==> src/rtl/binarysearch_pkg.sv <==
// Shared types and per-state control constants for the binary-search controller.
// The datapath bench imports the same constants so both sides agree on encodings.
package binarysearch_pkg;

    typedef enum logic [2:0] {
        S_IDLE    = 3'd0,
        S_INIT    = 3'd1,
        S_GETMEM  = 3'd2,
        S_COMPUTE = 3'd3,
        S_CHECK   = 3'd4,
        S_DONE    = 3'd5
    } state_t;

    typedef struct packed {
        logic set_l;
        logic set_r;
        logic set_m;
        logic load_a;
        logic done;
    } ctrl_t;

    localparam ctrl_t CTRL_IDLE    = 5'b00000;
    localparam ctrl_t CTRL_INIT    = 5'b11010;
    localparam ctrl_t CTRL_GETMEM  = 5'b00100;
    localparam ctrl_t CTRL_COMPUTE = 5'b11100;
    localparam ctrl_t CTRL_CHECK   = 5'b00100;
    localparam ctrl_t CTRL_DONE    = 5'b00001;

    // Moore decode of the datapath control lines for a given state.
    function automatic ctrl_t ctrl_of(input state_t s);
        ctrl_t c;
        case (s)
            S_INIT:    c = CTRL_INIT;
            S_GETMEM:  c = CTRL_GETMEM;
            S_COMPUTE: c = CTRL_COMPUTE;
            S_CHECK:   c = CTRL_CHECK;
            S_DONE:    c = CTRL_DONE;
            default:   c = CTRL_IDLE;
        endcase
        return c;
    endfunction

endpackage

==> src/rtl/binarysearch_rising_edge_detect.sv <==
// Registered rising-edge detector: one-cycle pulse the cycle after `in` rises.
// A level held high produces a single pulse.
module rising_edge_detect (
    input  logic clock,
    input  logic reset_n,
    input  logic in,
    output logic pulse
);

    logic in_q;
    logic in_d;
    logic pulse_q;
    logic pulse_d;

    // Next values: track the input level and flag a low-to-high transition.
    always_comb begin
        in_d    = in;
        pulse_d = in & ~in_q;
    end

    // Edge-detect registers.
    always_ff @(posedge clock or negedge reset_n) begin
        if (!reset_n) begin
            in_q    <= 1'b0;
            pulse_q <= 1'b0;
        end else begin
            in_q    <= in_d;
            pulse_q <= pulse_d;
        end
    end

    assign pulse = pulse_q;

endmodule

==> src/rtl/binarysearch_ctrl.sv <==
// Control FSM sequencing the binary-search datapath.
//
//   state     | meaning
//   ----------+--------------------------------------------------------------
//   S_IDLE    | waiting for first start edge, all control lines low
//   S_INIT    | load L/R bounds and capture search value, clear iter/timeout
//   S_GETMEM  | wait RD_LAT cycles for RAM read at M
//   S_COMPUTE | move L or R according to comparison, count one pass
//   S_CHECK   | decide: found/not-found/iteration limit -> DONE, else probe
//   S_DONE    | result held until the next start edge
//
// All outputs come from flops loaded with the decode of the next state, so
// nothing combinational reaches them from F/NF.
module binarysearch_ctrl
    import binarysearch_pkg::*;
#(
    parameter int ADDR_WIDTH = 5,
    parameter int RD_LAT     = 1,
    parameter int MAX_ITER   = ADDR_WIDTH + 2
) (
    input  logic clock,
    input  logic reset_n,
    input  logic start,
    input  logic F,
    input  logic NF,
    output logic set_L,
    output logic set_R,
    output logic set_M,
    output logic load_A,
    output logic done,
    output logic busy,
    output logic timeout
);

    localparam int ITER_W = $clog2(MAX_ITER + 1);
    localparam int RD_W   = (RD_LAT > 1) ? $clog2(RD_LAT) : 1;
    localparam logic [ITER_W-1:0] ITER_MAX = ITER_W'(MAX_ITER);
    localparam logic [RD_W-1:0]   RD_FIRST = RD_W'(RD_LAT - 1);

    state_t            state_q,   state_d;
    ctrl_t             ctrl_q,    ctrl_d;
    logic              busy_q,    busy_d;
    logic              timeout_q, timeout_d;
    logic [ITER_W-1:0] iter_q,    iter_d;
    logic [RD_W-1:0]   rd_cnt_q,  rd_cnt_d;

    logic start_pulse;
    logic found;

    rising_edge_detect u_start_edge (
        .clock   (clock),
        .reset_n (reset_n),
        .in      (start),
        .pulse   (start_pulse)
    );

    assign found = F | NF;

    // Next-state, counters and registered-output decode.
    always_comb begin
        state_d   = state_q;
        iter_d    = iter_q;
        rd_cnt_d  = rd_cnt_q;
        timeout_d = timeout_q;

        case (state_q)
            S_IDLE: begin
                if (start_pulse) state_d = S_INIT;
            end
            S_INIT: begin
                state_d = S_GETMEM;
            end
            S_GETMEM: begin
                // NF can rise as soon as set_M sees L>R; leave on the first read cycle.
                if ((rd_cnt_q == RD_FIRST) && found) begin
                    state_d = S_DONE;
                end else if (rd_cnt_q == '0) begin
                    state_d = S_COMPUTE;
                end else begin
                    rd_cnt_d = rd_cnt_q - RD_W'(1);
                end
            end
            S_COMPUTE: begin
                state_d = S_CHECK;
                if (iter_q != ITER_MAX) iter_d = iter_q + ITER_W'(1);
            end
            S_CHECK: begin
                if (found) begin
                    state_d = S_DONE;
                end else if (iter_q == ITER_MAX) begin
                    state_d   = S_DONE;
                    timeout_d = 1'b1;
                end else begin
                    state_d = S_GETMEM;
                end
            end
            S_DONE: begin
                if (start_pulse) state_d = S_INIT;
            end
            default: begin
                state_d = S_IDLE;
            end
        endcase

        if (state_d == S_INIT) begin
            iter_d    = '0;
            timeout_d = 1'b0;
        end

        // Dwell counter reloads every time a read window opens.
        if ((state_d == S_GETMEM) && (state_q != S_GETMEM)) rd_cnt_d = RD_FIRST;

        ctrl_d = ctrl_of(state_d);
        busy_d = state_d inside {S_INIT, S_GETMEM, S_COMPUTE, S_CHECK};
    end

    // State, counters and output registers.
    always_ff @(posedge clock or negedge reset_n) begin
        if (!reset_n) begin
            state_q   <= S_IDLE;
            ctrl_q    <= CTRL_IDLE;
            busy_q    <= 1'b0;
            timeout_q <= 1'b0;
            iter_q    <= '0;
            rd_cnt_q  <= '0;
        end else begin
            state_q   <= state_d;
            ctrl_q    <= ctrl_d;
            busy_q    <= busy_d;
            timeout_q <= timeout_d;
            iter_q    <= iter_d;
            rd_cnt_q  <= rd_cnt_d;
        end
    end

    assign set_L   = ctrl_q.set_l;
    assign set_R   = ctrl_q.set_r;
    assign set_M   = ctrl_q.set_m;
    assign load_A  = ctrl_q.load_a;
    assign done    = ctrl_q.done;
    assign busy    = busy_q;
    assign timeout = timeout_q;

endmodule

==> config.mk <==
export PLATFORM = sky130hd
export DESIGN_NAME = binarysearch_ctrl
export DESIGN_NICKNAME = d
export VERILOG_FILES = /design/src/rtl/binarysearch_pkg.sv /design/src/rtl/binarysearch_rising_edge_detect.sv /design/src/rtl/binarysearch_ctrl.sv
export SDC_FILE = /design/constraint.sdc
export NUM_CORES = 1
export LEC_CHECK = 0
export BUFFER_PORTS_ARGS = -buffer_cell sky130_fd_sc_hd__buf_2
export CAP_MARGIN = 20
export CORE_AREA = 2 2 39 41
export DETAILED_ROUTE_END_ITERATION = 8
export DIE_AREA = 0 0 41 43
export PLACE_DENSITY = 0.68
export SKIP_CTS_REPAIR_TIMING = 1
export SYNTH_ARGS = -nofsm -noshare
export SYNTH_HDL_FRONTEND = slang
export SYNTH_SLANG_ARGS = --single-unit
==> constraint.sdc <==
create_clock -name clock -period 1.95 [get_ports clock]
set_input_delay 0.39 -clock clock [delete_from_list [all_inputs] [get_ports clock]]
set_output_delay 0.39 -clock clock [all_outputs]
set_load 0.02 [all_outputs]
Yosys cells after proc, flatten, opt, wreduce, memory -nomap -nowiden:

Cells that the tools add are included.
W data, S select, Z words.

* multiplexer cells: 18
* bitwise gates (word level): 4
* eq/ne operators: 15
* $add $sub $neg: 2
* reduce and logical (&&, ||, !) cells: 14

Operator list (count)
* $mux W3: 8
* $pmux W5 S4: 1
* $eq A3 B3 Y1 const B: 5
* $pmux W3 S5: 1
* $eq A3 B2 Y1 const B: 4
* $reduce_bool A2 Y1: 5
* $mux W1: 8
* $eq A3 B1 Y1 const B: 2
* $ne A2 B1 Y1 const B: 2
* $reduce_and A2 Y1: 2
* $reduce_bool A4 Y1: 1
* $reduce_or A2 Y1: 2
* $add A3 B1 Y3 const B: 1
* $logic_not A3 Y1: 1
* $ne A3 B2 Y1 const B: 1
* $ne A3 B3 Y1 const B: 1
* $reduce_and A3 Y1: 1
* $logic_and A1 B1 Y1: 2
* $not A1 Y1: 2
* $and A1 B1 Y1: 1
* $or A1 B1 Y1: 1
* $sub A1 B1 Y1 const B: 1

* output and inout port bits: 7
* input port bits: 5
* register bits after elaboration: 16
* logic and storage cells: 65

Longest topological paths before layout:

* depth after elaboration: 8
* depth in mapped cells: 5
* mapped depth without buffers: 5

Hierarchy:

A second synthesis with hierarchy kept.

* cells, all modules: 63
* area, all modules: 713.2 sq um

By module, submodules not included
* binarysearch_ctrl: sequential area each 300.3 sq um, instances 1, area each 649.4 sq um, cells an instance 60
* rising_edge_detect: sequential area each 50.0 sq um, instances 1, area each 63.8 sq um, cells an instance 3

Least setup slack after synthesis:

OpenSTA, ideal clock, no wires.

* path kind: reg2reg
* start: register iter_q[0]
* end: register iter_q[1]
* slack: 0.477 ns
* arrival time: 1.355 ns
* buffers on the path: 0
* required time: 1.832 ns
* period minus slack after synthesis: 1.473 ns
* setup time: 0.118 ns
* cell stages (with the launch flop): 6
* path through: dfrtp_1 ha_1 ha_1 and4bb_2 mux2i_1 nor2_1

* cells in the longest elaborated chain, start to end: 7
* elaborated cells on any way between the ends: 13
* classes of those cells: add/sub (1); eq/ne (3); mux (6); reduce/logical (3)

RTL lines
* start: declaration: RTL line binarysearch_ctrl.sv:44 `logic [ITER_W-1:0] iter_q, iter_d;`
* start signal: assignment: RTL line binarysearch_ctrl.sv:131 `iter_q <= iter_d;`
* $eq A3 B3 Y1: RTL line binarysearch_ctrl.sv:90 `end else if (iter_q == ITER_MAX) begin`
* $mux W3: RTL line binarysearch_ctrl.sv:90
* $mux W3: RTL line binarysearch_ctrl.sv:88 `if (found) begin`
* $pmux W3 S5: RTL line binarysearch_ctrl.sv:66 `case (state_q)`
* $eq A3 B1 Y1: RTL line binarysearch_ctrl.sv:105 `if (state_d == S_INIT) begin`
* $reduce_bool A2 Y1 (no source line)
* $reduce_and A2 Y1 (no source line)

Parallel ways exist; a longest one is shown, timed or not. The select of a mux whose other input is x is not followed.
A chain may end at the register's enable or synchronous reset.

Worst setup path in the final report:

Ends and elaborated chain as after synthesis.

==> flow_summary.yaml <==
status:
  status: "finished, violations left"
  violations: "hold timing"
placement:
  place_congestion: 0.737
  dpl.hpwl_um: 705
  place_area_um2: 672
  port_buffers: 11
drt:
  postRouteAntennaNets: 0
  first_iter_violations: 2
  first_pass_iters: 4
  totalWireLength_um: 990
  vias_per_cell: 5.27
  vias: 437
  wl_per_cell_um: 11.9
  drc: 0
timing:
  fmax_mhz: 631
  relSlewSlack_pct: 73.9
  hold_violations: 14
  fin_crit_sh_pct: 81.2
  setup_viol: 0
  period_needed_ns: 1.58
  worstMarginPinSlew_ns: 0.388
  rsz0062_at_grt: "no"
  setup_tns_ns: 0
  fin_skew_ns: 0.00737
  hold_ws_ns: -0.0234
  drv_slew: 0
die:
  core_um2: 1380
  rows: 14
  dieArea_um2: 1760
  die_width_um: 41
  fp.dieH_um: 43
  initial_core_util_pct: 44.0
  num_io_pins: 12
global_route:
  grt-busiest-layer: "met2"
  gr-usage-met2_pct: 19.7
  grt_start_max_net_pins: 15
  antenna_found_initial: 0
  grt_pass1_wl_um: 1570
  grt-ovfl-total: 0
  grt_pass1_vias: 383
  use_met3_pct: 3.14
  grt_usage_pct: 13.7
  met1_usage_pct: 18.0
layout:
  final_net_count: 75
  drive_above_1_share_pct: 26.9
  fill_cells: 136
  num_antenna_cells: 0
  area_delta_synth_final_pct: 16.2
  final_area_um2: 708
yosys:
  synth_compound_area_share_pct: 9.24
  synth_edf_count: 0
  synthCells: 54
  yosys-mux-area-fraction_pct: 3.29
  synth_top_family_by_area: "simple AND/OR/NAND/NOR gates"
  yosysUniqueCellTypes: 25
  synthAdderAreaFrac_pct: 4.11
  synthesis.nets: 61
  synth-xor-area-share_pct: 1.44
  synth_warnings: 0
  ys_seq_area_share_pct: 57.5
  synthArstFlopShare_pct: 100
  yosys.area_share.simple_pct: 21.8
  syn_avg_cell_area_um2: 11.3
  ys_seq_elements: 14
  synth_flop_cell: "dfrtp_1"
  synth_area_um2: 609
worst_setup_path:
  required_ns: 2.12
  cpMaxStageDelayCell: "dfrtp_1"
  crit_type: "reg2reg"
  worstSetupEndpointType: "register"
  path_delay_family: "adder cells"
  crit_chain: "ha_1 -> ha_1 -> and4bb_2 -> mux2i_1 -> nor2_1"
  path_buf_inv: 0
  cp_data_arrival_time_ns: 1.75
  crit_top_cell: "ha_1"
  start_kind: "register"
  critical_path.max_stage_delay_ns: 0.41
  cp_max_fo: 5
  r2r_setup_slack_ns: 0.37
clocking:
  cts_made_buffers: 3
  clock-sinks: 14
  clockBufferDepth: 2
  cts_tree: "yes"
  h-tree-depth: 1
  clkTransAtPathRegs_ns: 0.09
  insertion_delay_ns: 0.29
  cts_root_buffer: "clkbuf_4"
flow_run:
  cap_violations: 0
power_and_ir_drop:
  power_density_nw_per_um2: 1380
  ir_drop_mv: 0.560
  finalPower_w: 0.000976
  leakage_nw: 0.366
hold_path:
  min_path_type: "in2async"
==> cell usage in the layout (no fill, tap or decap), drive strengths merged, types with 2 or more instances in the layout <==
master / instances
dfrtp: 14
buf: 11
nor2: 6
nand2: 5
nor2b: 4
clkbuf: 4
o21ai: 3
nand2b: 2
mux2i: 2
ha: 2
o211ai: 2
==> Yosys cell counts (2+ instances only) <==
| cell type | instances | area share [%] |
|---|---|---|
| nand2_1 | 5 | 3.1 |
| nand2b_1 | 2 | 2.1 |
| o21ai_0 | 2 | 1.6 |
| nor2_1 | 6 | 3.7 |
| dfrtp_1 | 14 | 57 |
| nor2b_1 | 4 | 4.1 |
| mux2i_1 | 2 | 3.3 |
| ha_1 | 2 | 4.1 |
==> power by group <==
group          total, W  internal [W]  switching [W]
registers      0.000452      0.000375      0.0000773
clock network  0.000210      0.000114      0.0000966
logic          0.000313      0.000134       0.000180
total          0.000976      0.000622       0.000354
==> registers in the layout (all words and copies together) (netlist names) <==
| register | count |
|---|---|
| u_start_edge.pulse | 1 |
| state_q | 3 |
| u_start_edge.in_q | 1 |
| timeout | 1 |
| set_L | 1 |
| busy | 1 |
| iter_q | 3 |
| load_A | 1 |
| set_M | 1 |
| done | 1 |
==> layer usage <==
layer | routed length [µm] | up-vias | share of wire (%)
met4 | 28 | 0 | 2.8
li1 | - | 211 | -
met2 | 467 | 9 | 47
met3 | 41 | 5 | 4.1
met1 | 452 | 212 | 46
met5 | 0 | - | 0
==> worst paths after layout <==
| check | startpoint | endpoint | depth (start not counted) |
|---|---|---|---|
| min reg2reg | u_start_edge.in_q | u_start_edge.pulse | 1 |
| max reg2reg | iter_q[0] | iter_q[1] | 5 |
| min | reset_n | done | 1 |
| max in group asynchronous | reset_n | u_start_edge.in_q | 1 |
| max | iter_q[0] | iter_q[1] | 5 |
| min in group clock | start | u_start_edge.in_q | 1 |
==> final cells by class <==
| cell class | instances | area [µm²] | share of cell area (%) |
|---|---|---|---|
| Sequential cell | 14 | 350 | 49.5 |
| Timing Repair Buffer | 11 | 55.1 | 7.77 |
| Tap cell | 16 | 20.0 | 2.83 |
| Multi-Input combinational cell | 37 | 243 | 34.3 |
| Inverter | 1 | 3.75 | 0.530 |
| Clock buffer | 4 | 36.3 | 5.12 |
==> stage by stage <==
stage                     std cells  utilization, %  worst slack, ns  hold slack [ns]
after CTS                        83            51.2            0.356          -0.0122
after global placement           79            48.6            0.419            0.294
after detailed placement         79            48.6            0.379            0.298
final                            83            51.2            0.366          -0.0234
after global routing             83            51.2            0.287          0.00618
after floorplan                  54               -            0.477           0.0944
==> cells by family after synthesis <==
| group | count (synthesis) |
|---|---|
| buffers and inverters | 3 |
| adder cells (fa/ha/maj) | 2 |
| XOR/XNOR | 1 |
| AO/OA/AOI/OAI | 8 |
| multiplexers | 2 |
| AND/OR/NAND/NOR | 24 |
| flip-flops | 14 |
(Power assumes the default switching activity.)
